<file path="src/rtl/window_fetch.sv">
// ---------------------------------------------------------------------------
// window_fetch
//
// Walks a 3x3 neighbourhood window over an IMG_W x IMG_H image in serpentine
// order. For every window centre it fetches the missing pixels from memory,
// streams them into the consumer's window register file (pix_valid/pix_slot/
// pix_data), commands window shifts (start_shift/shift_direc) and hands the
// finished window over with win_ready/win_ack.
//
// Ports
//   clk          sole clock, rising edge
//   n_rst        synchronous, active-low reset
//   start        one-cycle request to scan a frame (ignored while busy)
//   mem_ren      one-cycle pixel read strobe
//   mem_addr     pixel address y*IMG_W+x, valid with mem_ren
//   mem_rvalid   read data return strobe (latency >= 1 cycle)
//   mem_rdata    returned pixel
//   start_shift  one-cycle window shift command
//   shift_direc  01 left, 10 right, 11 down, 00 idle
//   pix_valid    write pix_data into window slot pix_slot
//   pix_slot     window slot 0..8, slot = 3*col + r
//   pix_data     registered copy of mem_rdata
//   win_ready    window for the current centre is complete
//   win_ack      consumer accepts the window (only looked at with win_ready)
//   busy         scan in progress
//   done         one-cycle pulse after the last window is accepted
//   win_count    (only with WINDOW_FETCH_CNT_EN) accepted windows this frame
//
// Optional feature: define WINDOW_FETCH_CNT_EN to add the win_count output.
// ---------------------------------------------------------------------------
module window_fetch #(
    parameter int IMG_W  = 640,
    parameter int IMG_H  = 480,
    parameter int ADDR_W = 20
) (
    input  logic              clk,
    input  logic              n_rst,
    input  logic              start,
    output logic              mem_ren,
    output logic [ADDR_W-1:0] mem_addr,
    input  logic              mem_rvalid,
    input  logic [7:0]        mem_rdata,
    output logic              start_shift,
    output logic [1:0]        shift_direc,
    output logic              pix_valid,
    output logic [3:0]        pix_slot,
    output logic [7:0]        pix_data,
    output logic              win_ready,
    input  logic              win_ack,
    output logic              busy,
    output logic              done
`ifdef WINDOW_FETCH_CNT_EN
    ,
    output logic [ADDR_W-1:0] win_count
`endif
);

    localparam logic [2:0] S_IDLE      = 3'd0;
    localparam logic [2:0] S_INIT_LOAD = 3'd1;
    localparam logic [2:0] S_WAIT_ACK  = 3'd2;
    localparam logic [2:0] S_SHIFT     = 3'd3;
    localparam logic [2:0] S_LOAD3     = 3'd4;
    localparam logic [2:0] S_FIN       = 3'd5;

    localparam logic [1:0] DIR_NONE  = 2'b00;
    localparam logic [1:0] DIR_LEFT  = 2'b01;
    localparam logic [1:0] DIR_RIGHT = 2'b10;
    localparam logic [1:0] DIR_DOWN  = 2'b11;

    localparam logic [ADDR_W-1:0] W_STEP = ADDR_W'(IMG_W);
    localparam logic [ADDR_W-1:0] LAST_X = ADDR_W'(IMG_W - 2);
    localparam logic [ADDR_W-1:0] LAST_Y = ADDR_W'(IMG_H - 2);
    localparam logic [ADDR_W-1:0] ONE    = ADDR_W'(1);

    logic [2:0]        state;
    logic [ADDR_W-1:0] cx;
    logic [ADDR_W-1:0] cy;
    // cy*IMG_W, kept incrementally so no multiplier is needed
    logic [ADDR_W-1:0] row_base;
    // 1 while the current pass moves x upward
    logic              fwd;
    // direction of the last shift, selects which slots LOAD3 refills
    logic [1:0]        load_dir;
    logic [3:0]        issue_cnt;
    logic              pending;
    logic [3:0]        pend_slot;

    logic              in_load;
    logic [3:0]        load_total;
    logic              issued_all;
    logic              can_issue;
    logic              load_done;
    logic [3:0]        rd_slot;
    logic [1:0]        rd_col;
    logic [1:0]        rd_row;
    logic [ADDR_W-1:0] rd_x;
    logic [ADDR_W-1:0] rd_base;
    logic [ADDR_W-1:0] rd_addr;
    logic              row_end;
    logic              last_win;
    logic [1:0]        next_dir;

    assign busy      = (state != S_IDLE) && (state != S_FIN);
    assign done      = (state == S_FIN);
    assign win_ready = (state == S_WAIT_ACK);

    assign in_load    = (state == S_INIT_LOAD) || (state == S_LOAD3);
    assign load_total = (state == S_INIT_LOAD) ? 4'd9 : 4'd3;
    assign issued_all = (issue_cnt == load_total);

    // A new read may go out in the same cycle the previous one returns, so
    // mem_ren lands in the cycle right after mem_rvalid at the earliest.
    assign can_issue = in_load && !issued_all && (!pending || mem_rvalid);

    // Leaving one cycle after the last return means the final pix_valid has
    // already been presented before win_ready rises.
    assign load_done = in_load && issued_all && !pending;

    assign row_end  = fwd ? (cx == LAST_X) : (cx == ONE);
    assign last_win = row_end && (cy == LAST_Y);
    assign next_dir = row_end ? DIR_DOWN : (fwd ? DIR_LEFT : DIR_RIGHT);

    // Slot of the next read: all nine in order for a fresh window, otherwise
    // the three slots that the last shift vacated.
    always_comb begin
        rd_slot = issue_cnt;
        if (state == S_LOAD3) begin
            case (load_dir)
                DIR_LEFT:  rd_slot = 4'd6 + issue_cnt;
                DIR_RIGHT: rd_slot = issue_cnt;
                DIR_DOWN: begin
                    case (issue_cnt)
                        4'd0:    rd_slot = 4'd0;
                        4'd1:    rd_slot = 4'd3;
                        default: rd_slot = 4'd6;
                    endcase
                end
                default:   rd_slot = issue_cnt;
            endcase
        end
    end

    // Split the slot into window column and row (slot = 3*col + r) with a
    // lookup instead of a divider.
    always_comb begin
        rd_col = 2'd0;
        rd_row = 2'd0;
        case (rd_slot)
            4'd0: begin rd_col = 2'd0; rd_row = 2'd0; end
            4'd1: begin rd_col = 2'd0; rd_row = 2'd1; end
            4'd2: begin rd_col = 2'd0; rd_row = 2'd2; end
            4'd3: begin rd_col = 2'd1; rd_row = 2'd0; end
            4'd4: begin rd_col = 2'd1; rd_row = 2'd1; end
            4'd5: begin rd_col = 2'd1; rd_row = 2'd2; end
            4'd6: begin rd_col = 2'd2; rd_row = 2'd0; end
            4'd7: begin rd_col = 2'd2; rd_row = 2'd1; end
            default: begin rd_col = 2'd2; rd_row = 2'd2; end
        endcase
    end

    // Row r = 0 is the row below the centre (y+1), r = 2 the row above.
    always_comb begin
        rd_x = cx + ADDR_W'(rd_col) - ONE;
        case (rd_row)
            2'd0:    rd_base = row_base + W_STEP;
            2'd1:    rd_base = row_base;
            default: rd_base = row_base - W_STEP;
        endcase
        rd_addr = rd_base + rd_x;
    end

    // Main sequencer: read issue/return tracking plus the scan state machine.
    always_ff @(posedge clk) begin
        if (!n_rst) begin
            state       <= S_IDLE;
            cx          <= '0;
            cy          <= '0;
            row_base    <= '0;
            fwd         <= 1'b0;
            load_dir    <= DIR_NONE;
            issue_cnt   <= '0;
            pending     <= 1'b0;
            pend_slot   <= '0;
            mem_ren     <= 1'b0;
            mem_addr    <= '0;
            start_shift <= 1'b0;
            shift_direc <= DIR_NONE;
            pix_valid   <= 1'b0;
            pix_slot    <= '0;
            pix_data    <= '0;
        end else begin
            mem_ren     <= 1'b0;
            start_shift <= 1'b0;
            shift_direc <= DIR_NONE;

            // Returns are only honoured for a read we actually issued, which
            // also drops stray strobes in IDLE and FIN.
            pix_valid <= pending && mem_rvalid;
            if (pending && mem_rvalid) begin
                pix_slot <= pend_slot;
                pix_data <= mem_rdata;
            end

            if (can_issue) begin
                mem_ren   <= 1'b1;
                mem_addr  <= rd_addr;
                pending   <= 1'b1;
                pend_slot <= rd_slot;
                issue_cnt <= issue_cnt + 4'd1;
            end else if (mem_rvalid) begin
                pending <= 1'b0;
            end

            case (state)
                S_IDLE: begin
                    if (start) begin
                        state     <= S_INIT_LOAD;
                        cx        <= ONE;
                        cy        <= ONE;
                        row_base  <= W_STEP;
                        fwd       <= 1'b1;
                        issue_cnt <= '0;
                    end
                end
                S_INIT_LOAD, S_LOAD3: begin
                    if (load_done) begin
                        state <= S_WAIT_ACK;
                    end
                end
                S_WAIT_ACK: begin
                    if (win_ack) begin
                        if (last_win) begin
                            state <= S_FIN;
                        end else begin
                            state       <= S_SHIFT;
                            start_shift <= 1'b1;
                            shift_direc <= next_dir;
                            load_dir    <= next_dir;
                        end
                    end
                end
                S_SHIFT: begin
                    case (load_dir)
                        DIR_LEFT:  cx <= cx + ONE;
                        DIR_RIGHT: cx <= cx - ONE;
                        DIR_DOWN: begin
                            cy       <= cy + ONE;
                            row_base <= row_base + W_STEP;
                            fwd      <= ~fwd;
                        end
                        default: cx <= cx;
                    endcase
                    issue_cnt <= '0;
                    state     <= S_LOAD3;
                end
                S_FIN: begin
                    state <= S_IDLE;
                end
                default: begin
                    state <= S_IDLE;
                end
            endcase
        end
    end

`ifdef WINDOW_FETCH_CNT_EN
    // Accepted-window counter, restarted by each accepted start.
    always_ff @(posedge clk) begin
        if (!n_rst) begin
            win_count <= '0;
        end else if ((state == S_IDLE) && start) begin
            win_count <= '0;
        end else if ((state == S_WAIT_ACK) && win_ack) begin
            win_count <= win_count + ONE;
        end
    end
`endif

endmodule
</file>
<file path="config.mk">
export PLATFORM = sky130hd
export DESIGN_NAME = window_fetch
export DESIGN_NICKNAME = d
export VERILOG_FILES = /design/src/rtl/window_fetch.sv
export SDC_FILE = /design/constraint.sdc
export NUM_CORES = 1
export LEC_CHECK = 0
export CORE_MARGIN = 3
export CORE_UTILIZATION = 40
export DETAILED_ROUTE_END_ITERATION = 16
export HOLD_SLACK_MARGIN = 0.05
export MAX_ROUTING_LAYER = met4
export REMOVE_ABC_BUFFERS = 1
export SYNTH_ARGS = -nofsm -noshare
export SYNTH_HDL_FRONTEND = slang
export SYNTH_SLANG_ARGS = --single-unit
</file>
<file path="constraint.sdc">
create_clock -name clk -period 5.5 [get_ports clk]
set_clock_uncertainty 0.1 [all_clocks]
set_input_delay 1.1 -clock clk [delete_from_list [all_inputs] [get_ports clk]]
set_output_delay 1.1 -clock clk [all_outputs]
set_load 0.01 [all_outputs]
</file>
# After elaboration in Yosys (flattened, before gate mapping)
# Memory sizes are Yosys's and may differ from the RTL's.
# Index checks and enable logic that the tools add are counted.
# classes
n_eq_ne,20
mux,32
n_reduce_logical,24
addsub,10
bitwise_logic,5
# ops
op,count
$pmux 20 s2,5
$mux 20,4
$add 20x1->20 const B,2
$sub 20x1->20 const B,2
$add 20x10->20 const B,1
$add 20x2->20,1
$add 20x20->20,1
$eq 20x1->1 const B,1
$eq 20x10->1 const B,1
$eq 20x9->1 const B,1
$mux 4,5
$sub 20x10->20 const B,1
$pmux 4 s2,2
$reduce_and 3->1,5
$mux 3,4
$pmux 3 s4,1
$logic_and 1x1->1,7
$mux 1,7
$eq 3x2->1 const B,2
$eq 3x3->1 const B,2
$ne 2x2->1 const B,3
$pmux 3 s2,1
$not 1->1,5
$add 3x4->4 const A,1
other kinds (20),26
# word_totals
romBits,32
elab_cells,108
regBits,112
out_inout_bits,40
in_bits,13
memories,1
# memory_table
memory,words,word_bits,read_ports,rd_clocked_by_memory_dff,wr,line,rtl
(no name shown),8,4,1,0,0,148,case (rd_slot)

# Logic depth before layout (Yosys ltp)
# depth
depth_word,9
depth_mapped,27
mapped_depth_nobuf,25

# Least setup slack after synthesis
# Ideal clock, no wire load.
# synth_path
path_kind,flip-flop to flip-flop
start,register state[2]
end,register mem_addr[18]
stages_incl_launch_ff,27
t_required_ps,5338
t_arrival_ps,5161
setup_slack_ps,177
setup_time_ps,62
period_less_slack_ps,5323
n_path_buf,4
path_cell_list,dfxtp_1 -> clkbuf_1 -> buf_1 -> nand3b_1 -> o21ai_0 -> o31a_1 -> inv_1 -> ha_1 -> and3_1 -> a211oi_1 -> and3_1 -> clkbuf_1 -> a211oi_1 -> xnor2_1 -> ha_1 -> inv_1 -> ha_1 -> ha_1 -> clkbuf_1 -> nand3_1 -> nor3_1 -> a41o_1 -> a31oi_1 -> a31oi_1 -> a31oi_1 -> or4_1 -> nand3_1
# synth_via
elab_chain_len,7
word_cells_on_any_way,17
classes_between,add/sub (3); eq/ne (4); mux (4); reduce/logical (5); memory (1)
# synth_lines
element,line,rtl
start: declaration,75,logic [2:0] state;
start signal: assignment,175,state <= S_IDLE;
start signal: assignment,217,state <= S_INIT_LOAD;
start signal: assignment,227,state <= S_WAIT_ACK;
$eq 3x3->1 (*),127,if (state == S_LOAD3) begin
$mux 4 (*),127,
named net rd_slot[0],93,logic [3:0] rd_slot;
$mem_v2 8x4 (*),-,
$mux 4 (*),148,
$add 20x2->20 (tied with other cells),163,rd_x = cx + ADDR_W'(rd_col) - ONE;
$sub 20x1->20 or $pmux 20 s2 (tied branches),"163, 164",
$add 20x20->20 (*),169,rd_addr = rd_base + rd_x;
end signal: assignment,206,mem_addr <= rd_addr;
end: declaration,40,"output logic [ADDR_W-1:0] mem_addr,"
# Mark *: on every way through the listed nets, which the timed path passes. The rest lies on a longest branch.
# A chain may end at the register's enable or synchronous reset.

# Worst setup path after layout
# layout_path
start,register issue_cnt[1]
end,register mem_addr[18]
# layout_via
elab_chain_len,9
word_cells_on_any_way,18
classes_between,add/sub (4); eq/ne (3); mux (5); reduce/logical (5); memory (1)
# layout_lines
element,line,rtl
start: declaration,84,logic [3:0] issue_cnt;
start signal: assignment,209,issue_cnt <= issue_cnt + 4'd1;
branches (longest 9 deep; another with $add 20x2->20),-,
# Several ways; the timed one is not identified.

==> metrics.txt <==
status completed; Syn Inst Count 906; Skew-Pair Late Insertion Delay 0.36 ns; Final Hold Slack 0.3528 ns; clock-pin slew on the worst setup and hold paths 0.07 ns; DR DRC count 0; Boundary Pins 53; Logic pwr share 53.8%; endpoint class of the critical path flip-flop; number of flops mapped to enable cells by yosys 0; CP Launch Type flip-flop; P&R area growth vs syn 15.47%; fmax 194.3 MHz; Final Setup Violations 0; FILL cells 1704; synthesized area per cell 7.794 um2; DR iter-0 viols 416; CP Class flip-flop to flip-flop; H-tree levels 3; vias in the first global route 5722; CTS max path bufs 2; R2R Path Start issue_cnt[1]; Inserted Diodes 0; die footprint 19280 um2; largest net degree at the start of global routing 41; Synth top area share 29.77%; cell taking the most area after synthesis dfxtp_1; Avg WL per Cell 14.42 um; final hold vios 0; Synth area leaders dfxtp_1 (30%), ha_1 (13%), nand2_1 (5.7%), xnor2_1 (4.8%), a21oi_1 (4.5%); Seq/Total Area, Yosys 29.77%; maximum VDD drop 0.3860 mV; Sink Count 105; Final Cycle Share 93.57%; worst r2r dst mem_addr[18]; HPWL after DPL 12120 um; total power 0.003488 W; GRT overflow 0; Overall Global Routing Usage 17.86%; mapped cell area 7062 um2; R2R Setup Slk 0.35 ns; Worst slew margin 38.99%; Slew @ Worst Pin 0.9152 ns; type of the worst min-delay path flip-flop to flip-flop; CTS tree built; Clk pwr share 19.6%; vias per cell 5.333; setup TNS 0 ns; Placer Congestion 0.9382; Internal 0.002076 W; vias 6224; Net Switching 0.001413 W; #FFs+latches synth 105; IO buf count 52; Die X 138.9 um; # nets final 1033; min Tclk post-route 5.146 ns; library cells used by synthesis 70; Min-Delay Endpoint pix_slot[1]; drt first pass iters 6; Die Y 138.9 um; max-cap violations 0; root buf cell clkbuf_16; initial antenna violation count 0; layout cells sized above 1 6.019%; Final Util 48.15%; post_cts resized 0; Post-synth top flop dfxtp_1; first-pass GRT wire length 28190 um; Cell Count, Final, Fillers Out 1167; crit-path max FO 6; Site Rows 47; CTS Buf Count 9; # hold bufs at CTS 0; setup bufs post-CTS 0; WL final 16830 um; Initial Utilization 41.70%; # placed instances 1151; WHS Path Cells 2; Pins Over Slew Limit 0; critical path data arrival time 5.35 ns; Worst R2R Path Depth 24; Synth warnings 0; switching share of power 40.50%; Reg power frac 26.6%; antenna viol nets, final 0; asr flop ratio synth 0%; static leakage 3.162 nW; hold path startpoint pix_slot[1]; Power Dens Cells 427.8 nW/um2; Core ar. 16940 um2; Crit path required time 5.70 ns
## cell type report
type                    count  area [um2]  share of cell area, %
clock buffers               9       225.2                  2.762
inverters                  74       277.8                  3.406
flip-flops and latches    105        2107                  25.84
well taps                 220       275.3                  3.376
repair buffers             67       633.1                  7.764
clock inverters             7       82.58                  1.013
multi-input cells         685        4553                  55.84
## layout by cell type (no fill, tap or decap), drive strengths merged, types with 14 or more instances in the layout
cell type | synthesis | routed
a21oi | 64 | 64
o21ai | 43 | 43
nand3 | 40 | 40
nand2 | 107 | 107
inv | 73 | 77
and3 | 16 | 16
buf | 7 | 15
or3 | 14 | 14
nor2 | 72 | 72
clkdlybuf4s50 | 0 | 52
xnor2 | 39 | 39
ha | 76 | 76
nor3 | 24 | 24
dfxtp | 105 | 105
xor2 | 19 | 19
## sequential cells by signal (all words and copies together), names as in the netlist
| register | count |
|---|---|
| cx | 20 |
| pend_slot | 4 |
| pix_slot | 4 |
| mem_addr | 20 |
| issue_cnt | 4 |
| mem_ren | 1 |
| pix_valid | 1 |
| row_base | 13 |
| pix_data | 8 |
| state | 3 |
| shift_direc | 2 |
| pending | 1 |
| fwd | 1 |
| cy | 20 |
| start_shift | 1 |
| load_dir | 2 |
## layer usage
layer	global-route usage, %	wire length [um]
met1	24.47	8468
met2	27.18	7546
met3	3.069	548
met5	-	0
met4	5.149	265
## cell usage after synthesis, drive strengths merged (3+ instances only)
| master | number |
|---|---|
| a22oi | 4 |
| or4 | 5 |
| buf | 7 |
| a211oi | 13 |
| o21ai | 43 |
| nand2 | 107 |
| o211a | 4 |
| a21oi | 64 |
| and2 | 9 |
| a41oi | 3 |
| xor2 | 19 |
| a21boi | 12 |
| a21o | 6 |
| a31oi | 9 |
| a221oi | 3 |
| clkbuf | 35 |
| o31ai | 5 |
| nor3 | 24 |
| nand3 | 40 |
| a211o | 7 |
| nor2 | 72 |
| or3 | 14 |
| nor2b | 13 |
| inv | 73 |
| nand2b | 6 |
| xnor2 | 39 |
| ha | 76 |
| o21a | 11 |
| dfxtp | 105 |
| and3 | 16 |
| nand4 | 12 |
| nor4 | 9 |
| nor3b | 3 |
## worst max-delay path, cell delays in order (launching register included)
cell      delay, ns
dfxtp_2        0.35
inv_1          0.14
ha_1           0.20
nand4b_1       0.11
o21ai_0        0.08
o21a_1         0.23
ha_2           0.33
nor3b_1        0.19
a211oi_1       0.11
buf_4          0.15
and3_2         0.25
a221oi_2       0.30
xnor2_1        0.13
ha_1           0.30
inv_1          0.04
ha_1           0.28
ha_1           0.37
a21oi_1        0.11
nor2b_2        0.16
a41o_1         0.18
a31oi_1        0.07
a31oi_1        0.30
a31oi_1        0.14
or4_1          0.40
nand3_1        0.07
## logic make-up (layout without fill, tap and decap cells)
group,Yosys count,count (layout),synth area share (%)
adder cells (fa/ha/maj),78,78,14.03
AO/OA/AOI/OAI,205,205,18.75
flip-flops,105,105,29.77
multiplexers,1,1,0.1417
AND/OR/NAND/NOR,343,343,23.67
buffers and inverters,116,157,6.449
XOR/XNOR,58,58,7.194
## power groups by stage
stage	registers, W	clock network, W	logic [W]
3_5_place_dp	0.000944	0	0.00182
6_report	0.000929	0.000683	0.00188
3_3_place_gp	0.000943	0	0.00182
5_1_grt	0.000941	0.000730	0.00212
4_1_cts	0.000927	0.000705	0.00184
2_1_floorplan	0.000965	0	0.00130
## worst max path at each step
stage,start,end,slack [ns],cells after the start
after floorplan,state[2],mem_addr[17],0.55,22
after global placement,state[2],mem_addr[18],0.38,23
after detailed placement,state[2],mem_addr[18],0.26,23
after CTS,state[2],mem_addr[18],0.21,23
after global routing,state[1],mem_addr[18],-0.003,24
final,issue_cnt[1],mem_addr[18],0.35,24
## per-stage QoR
step / area (um2) / worst slack, ns
2_1_floorplan: 6884 / 0.5523
3_3_place_gp: 7802 / 0.3787
3_5_place_dp: 7802 / 0.2597
4_1_cts: 8110 / 0.2092
5_1_grt: 8154 / -0.003035
6_report: 8154 / 0.3536
(Power assumes the default switching activity.)
